===== config.mk =====
export PLATFORM = sky130hd
export DESIGN_NAME = counter_4bit_sched
export DESIGN_NICKNAME = d
export VERILOG_FILES = /design/src/rtl/counter_4bit_sched.sv
export SDC_FILE = /design/constraint.sdc
export NUM_CORES = 1
export LEC_CHECK = 0
export ABC_AREA = 1
export ABC_CLOCK_PERIOD_IN_PS = 2000
export CORE_AREA = 5 5 42 44
export CTS_BUF_LIST = sky130_fd_sc_hd__clkbuf_2 sky130_fd_sc_hd__clkbuf_4 sky130_fd_sc_hd__clkbuf_8
export CTS_CLUSTER_DIAMETER = 80
export DETAILED_ROUTE_END_ITERATION = 8
export DIE_AREA = 0 0 47 49
export DONT_BUFFER_PORTS = 1
export GPL_TIMING_DRIVEN = 0
export PLACE_DENSITY = 0.68
export SETUP_SLACK_MARGIN = 0.2
export SLEW_MARGIN = 20
export SYNTH_ARGS = -nofsm -noshare
export SYNTH_HDL_FRONTEND = slang
export SYNTH_SLANG_ARGS = --single-unit
export TNS_END_PERCENT = 50

===== constraint.sdc =====
create_clock -name clk -period 2 [get_ports clk]
set_clock_uncertainty 0.15 [all_clocks]
set_input_delay 0.2 -clock clk [delete_from_list [all_inputs] [get_ports clk]]
set_output_delay 0.2 -clock clk [all_outputs]
set_load 0.1 [all_outputs]

===== src/rtl/counter_4bit_sched.sv =====
// counter_4bit_sched
// Two-client interval scheduler in front of a shared 4-bit loadable up-counter.
// A granted client's interval length is turned into a counter preload of
// (4'hF - len). The interval ends when the counter presents 4'hF. The owner
// then gets a single-cycle done pulse. Every output is driven from a flop.

module counter_4bit_sched (
    input  logic       clk,
    input  logic       reset_n,
    input  logic [1:0] req,
    input  logic [3:0] len0,
    input  logic [3:0] len1,
    input  logic [3:0] count,
    output logic       load,
    output logic [3:0] load_data,
    output logic [1:0] grant,
    output logic [1:0] done,
    output logic       busy
);

    typedef enum logic [1:0] {
        S_IDLE = 2'd0,
        S_LOAD = 2'd1,
        S_RUN  = 2'd2,
        S_DONE = 2'd3
    } state_e;

    localparam logic [3:0] TERM = 4'hF;

    state_e     state_q, state_d;
    logic       last_q, last_d;       // last client served (round-robin pointer)
    logic       winner_q, winner_d;   // client owning the current interval
    logic       load_q, load_d;
    logic [3:0] load_data_q, load_data_d;
    logic [1:0] grant_q, grant_d;
    logic [1:0] done_q, done_d;
    logic       busy_q, busy_d;

    // Arbitration outcome for the current req. Only consumed in IDLE.
    // With both bits set, the client that was not served last wins.
    // With a single bit set, that client wins: for req=01 this gives 0, and
    // for req=10 it gives 1, so ~req[0] covers both single-requester cases.
    logic       arb_win;
    logic [3:0] arb_len;

    // Round-robin pick plus the interval length of the chosen client.
    always_comb begin
        arb_win = ~req[0];
        if (req == 2'b11) begin
            arb_win = ~last_q;
        end
        arb_len = arb_win ? len1 : len0;
    end

    // Next-state logic. Output next values are derived from the next state,
    // so every output lines up with the state it belongs to.
    always_comb begin
        state_d     = state_q;
        last_d      = last_q;
        winner_d    = winner_q;
        grant_d     = grant_q;
        load_data_d = load_data_q;

        case (state_q)
            S_IDLE: begin
                // req is only looked at here. Lengths are latched at grant
                // time through load_data, so later len changes cannot
                // disturb the interval in flight.
                if (req != 2'b00) begin
                    winner_d    = arb_win;
                    grant_d     = arb_win ? 2'b10 : 2'b01;
                    load_data_d = TERM - arb_len;
                    state_d     = S_LOAD;
                end
            end
            S_LOAD: begin
                // The counter takes load_data on the edge leaving this state.
                state_d = S_RUN;
            end
            S_RUN: begin
                // An owner that drops req early still gets its interval
                // completed. Only the counter reaching TERM ends RUN.
                if (count == TERM) begin
                    state_d = S_DONE;
                end
            end
            S_DONE: begin
                grant_d = 2'b00;
                last_d  = winner_q;
                state_d = S_IDLE;
            end
            default: begin
                grant_d = 2'b00;
                state_d = S_IDLE;
            end
        endcase

        load_d = (state_d == S_LOAD);
        busy_d = (state_d != S_IDLE);
        // In DONE the grant register still holds the owner's one-hot code.
        done_d = (state_d == S_DONE) ? grant_d : 2'b00;
    end

    // State and registered outputs. Reset favors client 0 first (last=1).
    always_ff @(posedge clk or negedge reset_n) begin
        if (!reset_n) begin
            state_q     <= S_IDLE;
            last_q      <= 1'b1;
            winner_q    <= 1'b0;
            load_q      <= 1'b0;
            load_data_q <= 4'h0;
            grant_q     <= 2'b00;
            done_q      <= 2'b00;
            busy_q      <= 1'b0;
        end else begin
            state_q     <= state_d;
            last_q      <= last_d;
            winner_q    <= winner_d;
            load_q      <= load_d;
            load_data_q <= load_data_d;
            grant_q     <= grant_d;
            done_q      <= done_d;
            busy_q      <= busy_d;
        end
    end

    assign load      = load_q;
    assign load_data = load_data_q;
    assign grant     = grant_q;
    assign done      = done_q;
    assign busy      = busy_q;

endmodule


**Yosys cells after proc, flatten, opt, wreduce, memory -nomap -nowiden**

Cells that the tools add are included.

- Register bits: 14
- Latch bits: 0
- Memory bits (writable): 0
- Bits in read-only memories: 0
- Input port bits: 16
- Output and inout port bits: 10
- Logic and storage cells: 31
- Memories: 0

- $add $sub $neg: 1
- Multiply operators: 0
- Divide/modulo/power cells: 0
- Order comparisons: 0
- Equal/unequal tests: 7
- Shifts and indexed selects: 0
- Multiplexer cells: 9
- Bitwise operators: 2
- Reductions and logical operators: 4

Operator list:

| operator | number |
|---|---|
| 2-bit 2-to-1 mux | 5 |
| 2-bit equality test, second input constant | 4 |
| 2-bit one-hot mux with 4 select lines | 1 |
| 2-bit by 1-bit equality test with 1-bit output, second input constant | 2 |
| 4-bit equality test, second input constant | 1 |
| 4-bit 2-to-1 mux | 1 |
| 2-bit one-hot mux with 2 select lines | 1 |
| 2-bit nonzero test | 2 |
| 4-bit subtractor, first input constant | 1 |
| 2-bit zero test | 1 |
| 1-bit NOT | 2 |
| 2-bit AND reduction | 1 |
| 1-bit 2-to-1 mux | 1 |

**Depth between registers and ports, before layout**

Gate-level depths: netlist of the first run.

- Word-level depth: 6
- Mapped depth: 9

**Worst setup path before layout of the first run**

OpenSTA, ideal clock, no wires.

- Path type: register to register
- From: reg grant_q[0], in the netlist grant[0]
- To: reg done_q[0], in the netlist done[0]
- Arrival: 1.332 ns
- Data required time: 1.779 ns
- Path slack: 0.447 ns
- Cell stages (with the launch flop): 5
- Path through: dfrtp_1 -> o211ai_1 -> o21ai_1 -> inv_1 -> nor2_1

- Word-level cells in the longest chain between the ends: 3

RTL lines:

| element | RTL line | text |
|---|---|---|
| start: declaration | 35 | `logic [1:0] grant_q, grant_d;` |
| start signal: assignment | 121 | `grant_q <= grant_d;` |
| 2-bit 2-to-1 mux | 69 | `if (req != 2'b00) begin` |
| 2-bit one-hot mux with 2 select lines (*) | 64 | `case (state_q)` |
| net grant_d[0] | 35 |  |
| 2-bit 2-to-1 mux (*) | 101 | `done_d = (state_d == S_DONE) ? grant_d : 2'b00;` |
| net done_d[0] | 36 | `logic [1:0] done_q, done_d;` |
| end signal: assignment | 122 | `done_q <= done_d;` |
| end: declaration | 36 |  |

The timed path passes the listed nets; every way through them passes the cells marked *.
A chain may end at the register's enable or synchronous reset.

**Worst setup path in the final report of the first run**

Same ends and word-level chain as after synthesis.

==> qor.txt, run 1 <==
Status: finished, final reports clean
RSZ-0062 raised after global routing: no
Fin nets: 105
Critical R2R Launch: grant[0]
Detailed Route WL: 1310 um
Max-Cap Viols: 0
Xor/xnor share of the synthesized area: 0%
Ant diodes: 0
Mapped Nets: 90
Largest delay contributor family on the critical path: flip-flops
Hold WC Path Type: in -> reg
Gr busiest metal: met2
Area Overhead vs Synth: 23.1%
Starting density of the core: 46.4%
Flop-to-flop setup slack: 350 ps
# resized after CTS: 0
Fmax: 0.605 GHz
Worst skew pair latency: 270 ps
CTS buffer count: 3
Hold Path Origin: count[0]
Critical Path Max Stage Delay: 940 ps
DRC: 0
GR Util met1: 13.1%
Setup CP Type: reg -> reg
Final Max Slew Viols: 0
Simple-Gate Fraction of Synth Area: 20.4%
Ports: 26
Tmin final: 1650 ps
DRT iter0 DRCs: 2
Seq/Total Area, Yosys: 54.0%
GP Congestion: 0.787
Syn. warnings: 0
Met2 Resource Use GR: 21.0%
Syn Area/Cell: 9.16 um^2
Cell area after synthesis: 651 um^2
Largest family of logic cells by synthesized area: simple AND/OR/NAND/NOR gates
Crit-path max FO: 2
Initial antenna violation count: 0
Final setup fails: 0
Cells after Synth: 71
Fill count: 134
Measured slew at the worst slew-check pin: 897 ps
Hold Slack: 82.3 ps
Die Y: 49 um
H-Tree Depth: 1
First-pass GRT wire length: 2110 um
Normalized max-slew margin: 40.2%
Register area: 352 um^2
Input/output buffers: 0
Final hold vios: 0
Synth top area cells: dfrtp_1 50%, nand2_1 8.7%, ha_1 5.8%
Vias/cell: 5.14
Dpl hpwl: 928 um
Clk buf depth: 2
Fin Setup TNS: 0 ps
Multi-input logic area: 254 um^2
Via count: 519
CP endpoint kind: flop
Gr usage total: 12.6%
Row cnt: 14
Total Die Area: 2300 um^2
Yosys top cell by area: dfrtp_1
Worst Path Required: 2060 ps
Clk sinks: 14
Routed len/inst: 13.0 um
Count of different cell masters after synthesis: 16
Clock Tree Root: clkbuf_4
Worst path bufs/invs: 1
Global route total overflow: 0
Die Span X: 47 um
Setup crit start kind: flop
Arrival time worst endpoint: 1720 ps
Pre-antenna DRT Iters: 4
Core Footprint: 1400 um^2
Share of the synthesized area in the top cell type: 50.0%
Met3 usage: 5.54%
Final period util: 82.7%
CTS tree: done
Synth Area in Compound Gates: 12.9%
Post-synthesis mux area share: 0%
Largest net degree at the start of global routing: 15
Share of post-route cells with drive strength above 1: 15.3%
Crit path from: grant[0]
Vias in the first global route: 539
CP Cell Sequence: o211ai_1, o21ai_1, inv_1, nor2_1
Slowest CP cell: dfrtp_1
Yosys reg bits: 14
Final ANT Viol Nets: 0
Clock-pin slew on the worst setup and hold paths: 80 ps
Post-synthesis adder-cell area fraction: 5.77%
## placed cells by master (no fill, tap or decap), drive strengths merged
cell,instances
nand3,2
dlygate4sd3,10
dfrtp,13
dfstp,1
a31o,4
nand2,19
o211ai,1
o21bai,1
clkbuf,4
inv,12
ha,3
o21ai,2
nor2,9
a21oi,4
## state kept, by name, indices dropped and copies added (netlist names)
signal,flops
load_data,4
last_q,1
state_q,2
winner_q,1
busy,1
load,1
done,2
grant,2
## Yosys cell counts
| cell type | count |
|---|---|
| dfstp_2 | 1 |
| ha_1 | 3 |
| o21bai_2 | 1 |
| nand3_1 | 2 |
| a31o_1 | 4 |
| nor2_1 | 8 |
| dfrtp_1 | 13 |
| inv_1 | 10 |
| nor2_4 | 1 |
| a21oi_1 | 4 |
| inv_2 | 2 |
| o211ai_1 | 1 |
| o21ai_1 | 1 |
| o21ai_0 | 1 |
| nand2_1 | 15 |
| nand2_2 | 4 |
## path summary, 6_finish.rpt
kind	to	depth (start not counted)
worst max register to register	done[0]	4
worst min register to register	last_q	2
worst max-delay path	done[0]	4
min in group asynchronous	load_data[0]	1
worst min-delay path	load	4
max in group asynchronous	state_q[1]	1
## logic make-up after synthesis
family                   Yosys count
buffers and inverters             12
adder cells (fa/ha/maj)            3
AO/OA/AOI/OAI                     12
flip-flops                        14
AND/OR/NAND/NOR                   30
## metrics by stage
step                      util (%)  std cells  cell area, um^2  setup WS, ps
after floorplan                  -         71              651           447
after global routing          57.1        101              801           230
after detailed placement      47.9         87              671           349
final                         57.1        101              801           346
after CTS                     57.1        101              801           337
after global placement        47.9         87              671           388
## worst min-delay path, cell delays in order
cell	delay (ps)
nand2_2	50
o21bai_2	70
nand2_2	80
a21oi_1	60
## cell type report
class,count,share of cell area (%)
Clock buffer,4,3.75
Inverter,12,5.62
Multi-Input combinational cell,45,31.7
Sequential cell,14,43.9
Tap cell,16,2.50
Timing Repair Buffer,10,12.5
## routing by layer
layer / share of wire (%) / routed length (um)
met1: 39 / 509
met3: 10 / 134
met4: 0 / 0
met2: 51 / 665
met5: 0 / 0
## what timing repair did
action / in CTS / in global routing
endpoints found under the setup margin: 0 / 0
endpoints found under the hold margin: 19 / 0
hold buffers: 10 / 0
buffers inserted: 0 / 0
Power of run 1 is not shown: default switching activity piles up to over one toggle a cycle in this logic, so the estimate is an artifact.
==> run 2: changes to the inputs <==
- ABC_CLOCK_PERIOD_IN_PS: 2000 -> 1640
- clock period: 2 -> 1.64 ns (I/O delays scaled with it)
==> run 2 against run 1 <==
  * The flow now finishes with violations (hold timing)
  * Sequential cell count is the same
  * Cell count rose by 7.9%
  * Design area grew 12%
  * Die area is the same
  * Sequential share of layout area shrank 3.9 points
  * Global-route usage rose by 2.0 points
  * Via count up 7.9%
  * Critical path depth shrank 4
  * Non-clock buffer count is 7 higher
  * Setup slack lost 230 ps
  * Routed wire length increased by 14%
  * Worst hold slack got worse by 86 ps
  * Critical endpoint is now done[0]
  * Highest routed layer is now met4
==> qor.txt, run 2 (synthesis gave the netlist of run 1 again) <==
Gr usage total: 14.6% (+2.0 points)
Fin util: 64.2% (+7.1 points)
Routed len/inst: 13.7 um (+5.8%)
Commonest non-fill, non-tap cell in the layout: nand2_1
Detailed Route WL: 1490 um (+14%)
Final cell count without fillers: 109 (+7.9%)
CTS tree: done
Worst Reg2Reg Path Length in Cells: 8 (+4)
Input/output buffers: 0 (unchanged)
Clk sinks: 14 (unchanged)
Starting density of the core: 46.4% (unchanged)
Arrival time worst endpoint: 1210 ps (-510 ps)
Fmax: 0.656 GHz
Hold Path End: grant[0]
RR Endpoint: done[0]
Max reg flops: 4 (unchanged)
Placed Cells: 87 (unchanged)
Share of post-route cells with drive strength above 1: 35.5% (+20 points)
RSZ-0062 raised after global routing: yes
Measured slew at the worst slew-check pin: 877 ps (-20.0 ps)
Core Footprint: 1400 um^2 (unchanged)
Normalized max-slew margin: 41.6% (+1.4 points)
Setup CP Type: reg -> out
Ant diodes: 0 (unchanged)
Clk buf depth: 2 (unchanged)
Critical R2R Launch: state_q[0]
Via count: 560 (+7.9%)
Initial antenna violation count: 0 (unchanged)
Tmin final: 1530 ps
Final setup fails: 0 (unchanged)
Status: finished with violations
DRT iter0 DRCs: 1 (-1)
Final ANT Viol Nets: 0 (unchanged)
Row cnt: 14 (unchanged)
Worst Path Required: 1330 ps (-730 ps)
Area Overhead vs Synth: 38.3%
CTS buffer count: 3 (unchanged)
Max-Cap Viols: 0 (unchanged)
Global route total overflow: 0 (unchanged)
Final period util: 93.0%
Most frequent cells in the layout: 14 x nand2_1, 10 x dlygate4sd3_1, 8 x inv_1
Flop-to-flop setup slack: 200 ps (-150 ps)
Worst skew pair latency: 290 ps (+20 ps)
Vias in the first global route: 597 (+11%)
Vias/cell: 5.14 (about the same)
Post-place setup slack: 54.8 ps (-294 ps)
Fin nets: 113 (+7.6%)
Setup crit start kind: flop
Final Max Slew Viols: 0 (unchanged)
Crit-path max FO: 1 (-1)
Failing checks: hold timing
Final WS setup: 115 ps (-231 ps)
CP endpoint kind: output port
Largest net degree at the start of global routing: 15 (unchanged)
H-Tree Depth: 1 (unchanged)
Die Y: 49 um (unchanged)
Hold Crit Depth: 2 (-2)
CP Depth: 0 (-4)
Pre-antenna DRT Iters: 4 (unchanged)
Clock Tree Root: clkbuf_4
Ports: 26 (unchanged)
Total Die Area: 2300 um^2 (unchanged)
Fin Setup TNS: 0 ps (unchanged)
Hold Slack: -3.99 ps (-86.3 ps)
First-pass GRT wire length: 2410 um (+14%)
Die Span X: 47 um (unchanged)
Final hold vios: 1 (+1)
Hold WC Path Type: in -> reg
Hold Path Origin: req[0]
GP Congestion: 0.790 (+0.36%)
Clock-pin slew on the worst setup and hold paths: 90 ps (about the same)
Dpl hpwl: 937 um (+0.97%)
DRC: 0 (unchanged)
## run 2: cell types whose count changed in the layout (fill, tap and decap cells not counted), sizes merged
cell  before  now
nor2       9   10
buf        0    7
## run 2: layout make-up
type,instances,area [um^2]
Sequential cell,14,360
Clock buffer,4,36.3
Timing Repair Buffer,17,153
Inverter,12,47.5
Fill cell,122,502
Multi-Input combinational cell,46,283
Tap cell,16,20.0
## run 2: through the flow
step	hold WS, ps	instance area (um^2)
2_1_floorplan	-282	652
3_3_place_gp	-281	672
3_5_place_dp	-281	672
4_1_cts	4.15	880
5_1_grt	6.48	900
6_report	-3.99	900
## run 2: routing by layer
| layer | vias up | share of wire [%] | global-route usage, % |
|---|---|---|---|
| met5 | - | 0 | 0 |
| met4 | 0 | 2.7 | 8.29 |
| met3 | 5 | 9.4 | 5.54 |
| met2 | 19 | 50 | 24.0 |
| met1 | 264 | 38 | 15.0 |
| li1 | 272 | - | - |
## run 2: timing repair
| item | 4_1_cts | 5_1_grt |
|---|---|---|
| setup buffers | 6 | 1 |
| endpoints found under the setup margin | 20 | 12 |
| gates cloned | 1 | 0 |
| endpoints found under the hold margin | 20 | 0 |
| pin swaps | 2 | 0 |
| hold buffers | 10 | 0 |
| resized for setup | 8 | 6 |
## run 2: worst max path at each step
stage | startpoint | end | slack, ps
floorplan | state_q[0] | load_data[0] | 210
global placement | state_q[0] | load_data[3] | 90
detailed placement | state_q[0] | load_data[1] | 50
CTS | load_data[1] | load_data[1] | 100
global route | state_q[0] | done[0] | 60
finish | done[0] | done[0] | 110
Power of run 2 is left out for the same reason.
==> run 3: changes to the inputs <==
- CELL_PAD_IN_SITES_DETAIL_PLACEMENT: unset -> 1
- CELL_PAD_IN_SITES_GLOBAL_PLACEMENT: unset -> 2
- CORE_AREA: 5 5 42 44 -> unset
- CORE_MARGIN: unset -> 5
- CORE_UTILIZATION: unset -> 30
- CTS_BUF_LIST: sky130_fd_sc_hd__clkbuf_2 sky130_fd_sc_hd__clkbuf_4 sky130_fd_sc_hd__clkbuf_8 -> unset
- DIE_AREA: 0 0 47 49 -> unset
- PLACE_DENSITY: 0.68 -> 0.72
==> run 3 against run 2 <==
  * The flow now finishes without violations
  * Routed wire length is 11% higher
  * Via count is 2.9% lower
  * First-iteration DRC count grew to 13 times the previous value
==> qor.txt, run 3 (synthesis gave the netlist of run 1 again) <==
Status: finished, final reports clean
Starting density of the core: 32.2% (-14 points)
Ant diodes: 0 (unchanged)
Final Max Slew Viols: 0 (unchanged)
CP endpoint kind: output port
GP Congestion: 0.703 (-11%)
Final period util: 91.9% (-1.1 points)
Max-Cap Viols: 0 (unchanged)
Most frequent cells in the layout: 14 x nand2_1, 10 x dlygate4sd3_1, 8 x inv_1, 8 x nor2_1, 8 x dfrtp_2
First-pass GRT wire length: 2750 um (+14%)
Share of post-route cells with drive strength above 1: 34.8% (-0.70 points)
Fin nets: 112 (-0.88%)
Global route total overflow: 0 (unchanged)
Hold WC Path Type: in -> reg
Normalized max-slew margin: 42.0% (+0.40 points)
Initial antenna violation count: 0 (unchanged)
Vias in the first global route: 625 (+4.7%)
Crit-path max FO: 1 (unchanged)
Clk sinks: 14 (unchanged)
Worst Path Required: 1330 ps (about the same)
Pre-antenna DRT Iters: 2 (-2)
Arrival time worst endpoint: 1190 ps (-20 ps)
CTS tree: done
Via count: 544 (-2.9%)
CTS buffer count: 3 (unchanged)
Fmax: 0.664 GHz (+1.2%)
Tmin final: 1510 ps (-18.0 ps)
Commonest non-fill, non-tap cell in the layout: nand2_1
Clock Tree Root: clkbuf_4
Row cnt: 16 (+2)
Setup CP Type: reg -> out
Clock-pin slew on the worst setup and hold paths: 90 ps (about the same)
Clk buf depth: 2 (unchanged)
Area Overhead vs Synth: 38.3% (unchanged)
Die Span X: 56.6 um (+20%)
Core Footprint: 2020 um^2 (+44%)
Die Y: 56.6 um (+15%)
RSZ-0062 raised after global routing: yes
Input/output buffers: 0 (unchanged)
Max reg flops: 4 (unchanged)
Dpl hpwl: 1110 um (+18%)
Detailed Route WL: 1660 um (+11%)
H-Tree Depth: 1 (unchanged)
Final setup fails: 0 (unchanged)
Worst skew pair latency: 280 ps (about the same)
Final hold vios: 0 (-1)
Fin Setup TNS: 0 ps (unchanged)
DRT iter0 DRCs: 13 (+12)
Gr usage total: 11.0% (-3.6 points)
Vias/cell: 4.57 (-11%)
Setup crit start kind: flop
Ports: 26 (unchanged)
Final ANT Viol Nets: 0 (unchanged)
DRC: 0 (unchanged)
Measured slew at the worst slew-check pin: 871 ps (-6.01 ps)
Largest net degree at the start of global routing: 15 (unchanged)
Routed len/inst: 14.0 um (+1.9%)
Total Die Area: 3200 um^2 (+39%)
## run 3: cell types whose count changed in the layout (fill, tap and decap cells not counted), sizes merged
cell / before / now
buf: 7 / 6
## run 3: metrics by stage
stage	cells	utilization (%)	hold slack, ps	setup slack, ps	cell area (um^2)
after CTS	116	43.3	8.89	102	875
final	119	44.5	16.9	133	900
after detailed placement	98	33.9	-281	20.4	686
after floorplan	71	-	-282	205	652
after global placement	98	33.9	-281	33.2	686
after global routing	119	44.5	22.3	63.1	900
## run 3: repair_timing
item | CTS | global route
endpoints found under the setup margin | 21 | 9
hold endpoints to repair | 20 | 0
resized for setup | 11 | 2
setup buffers | 3 | 3
pin swaps | 1 | 1
hold buffers | 10 | 0
cloned | 1 | 0
## run 3: area by class of cell
class	instances	area [um^2]
inverters	12	47.5
multi-input cells	46	275
flip-flops and latches	14	362
repair buffers	16	145
fillers	250	1120
clock buffers	4	36.3
well taps	27	33.8
## run 3: metal layers
metal,global-route usage [%],wire [um]
met5,0,0
met4,3.05,0
met3,5.73,192
met2,18.8,827
met1,11.6,641
## run 3: path summary, 6_finish.rpt
kind	cells after the start	slack, ps	from	to
hold reg to reg	2	360	last_q	last_q
setup reg to reg	7	180	state_q[1]	done[0]
setup / recovery	0	130	busy	busy
max in group asynchronous	1	700	reset_n	grant[0]
hold / removal	4	20	count[0]	load
min in group asynchronous	1	190	reset_n	state_q[1]
Power of run 3 is left out for the same reason.
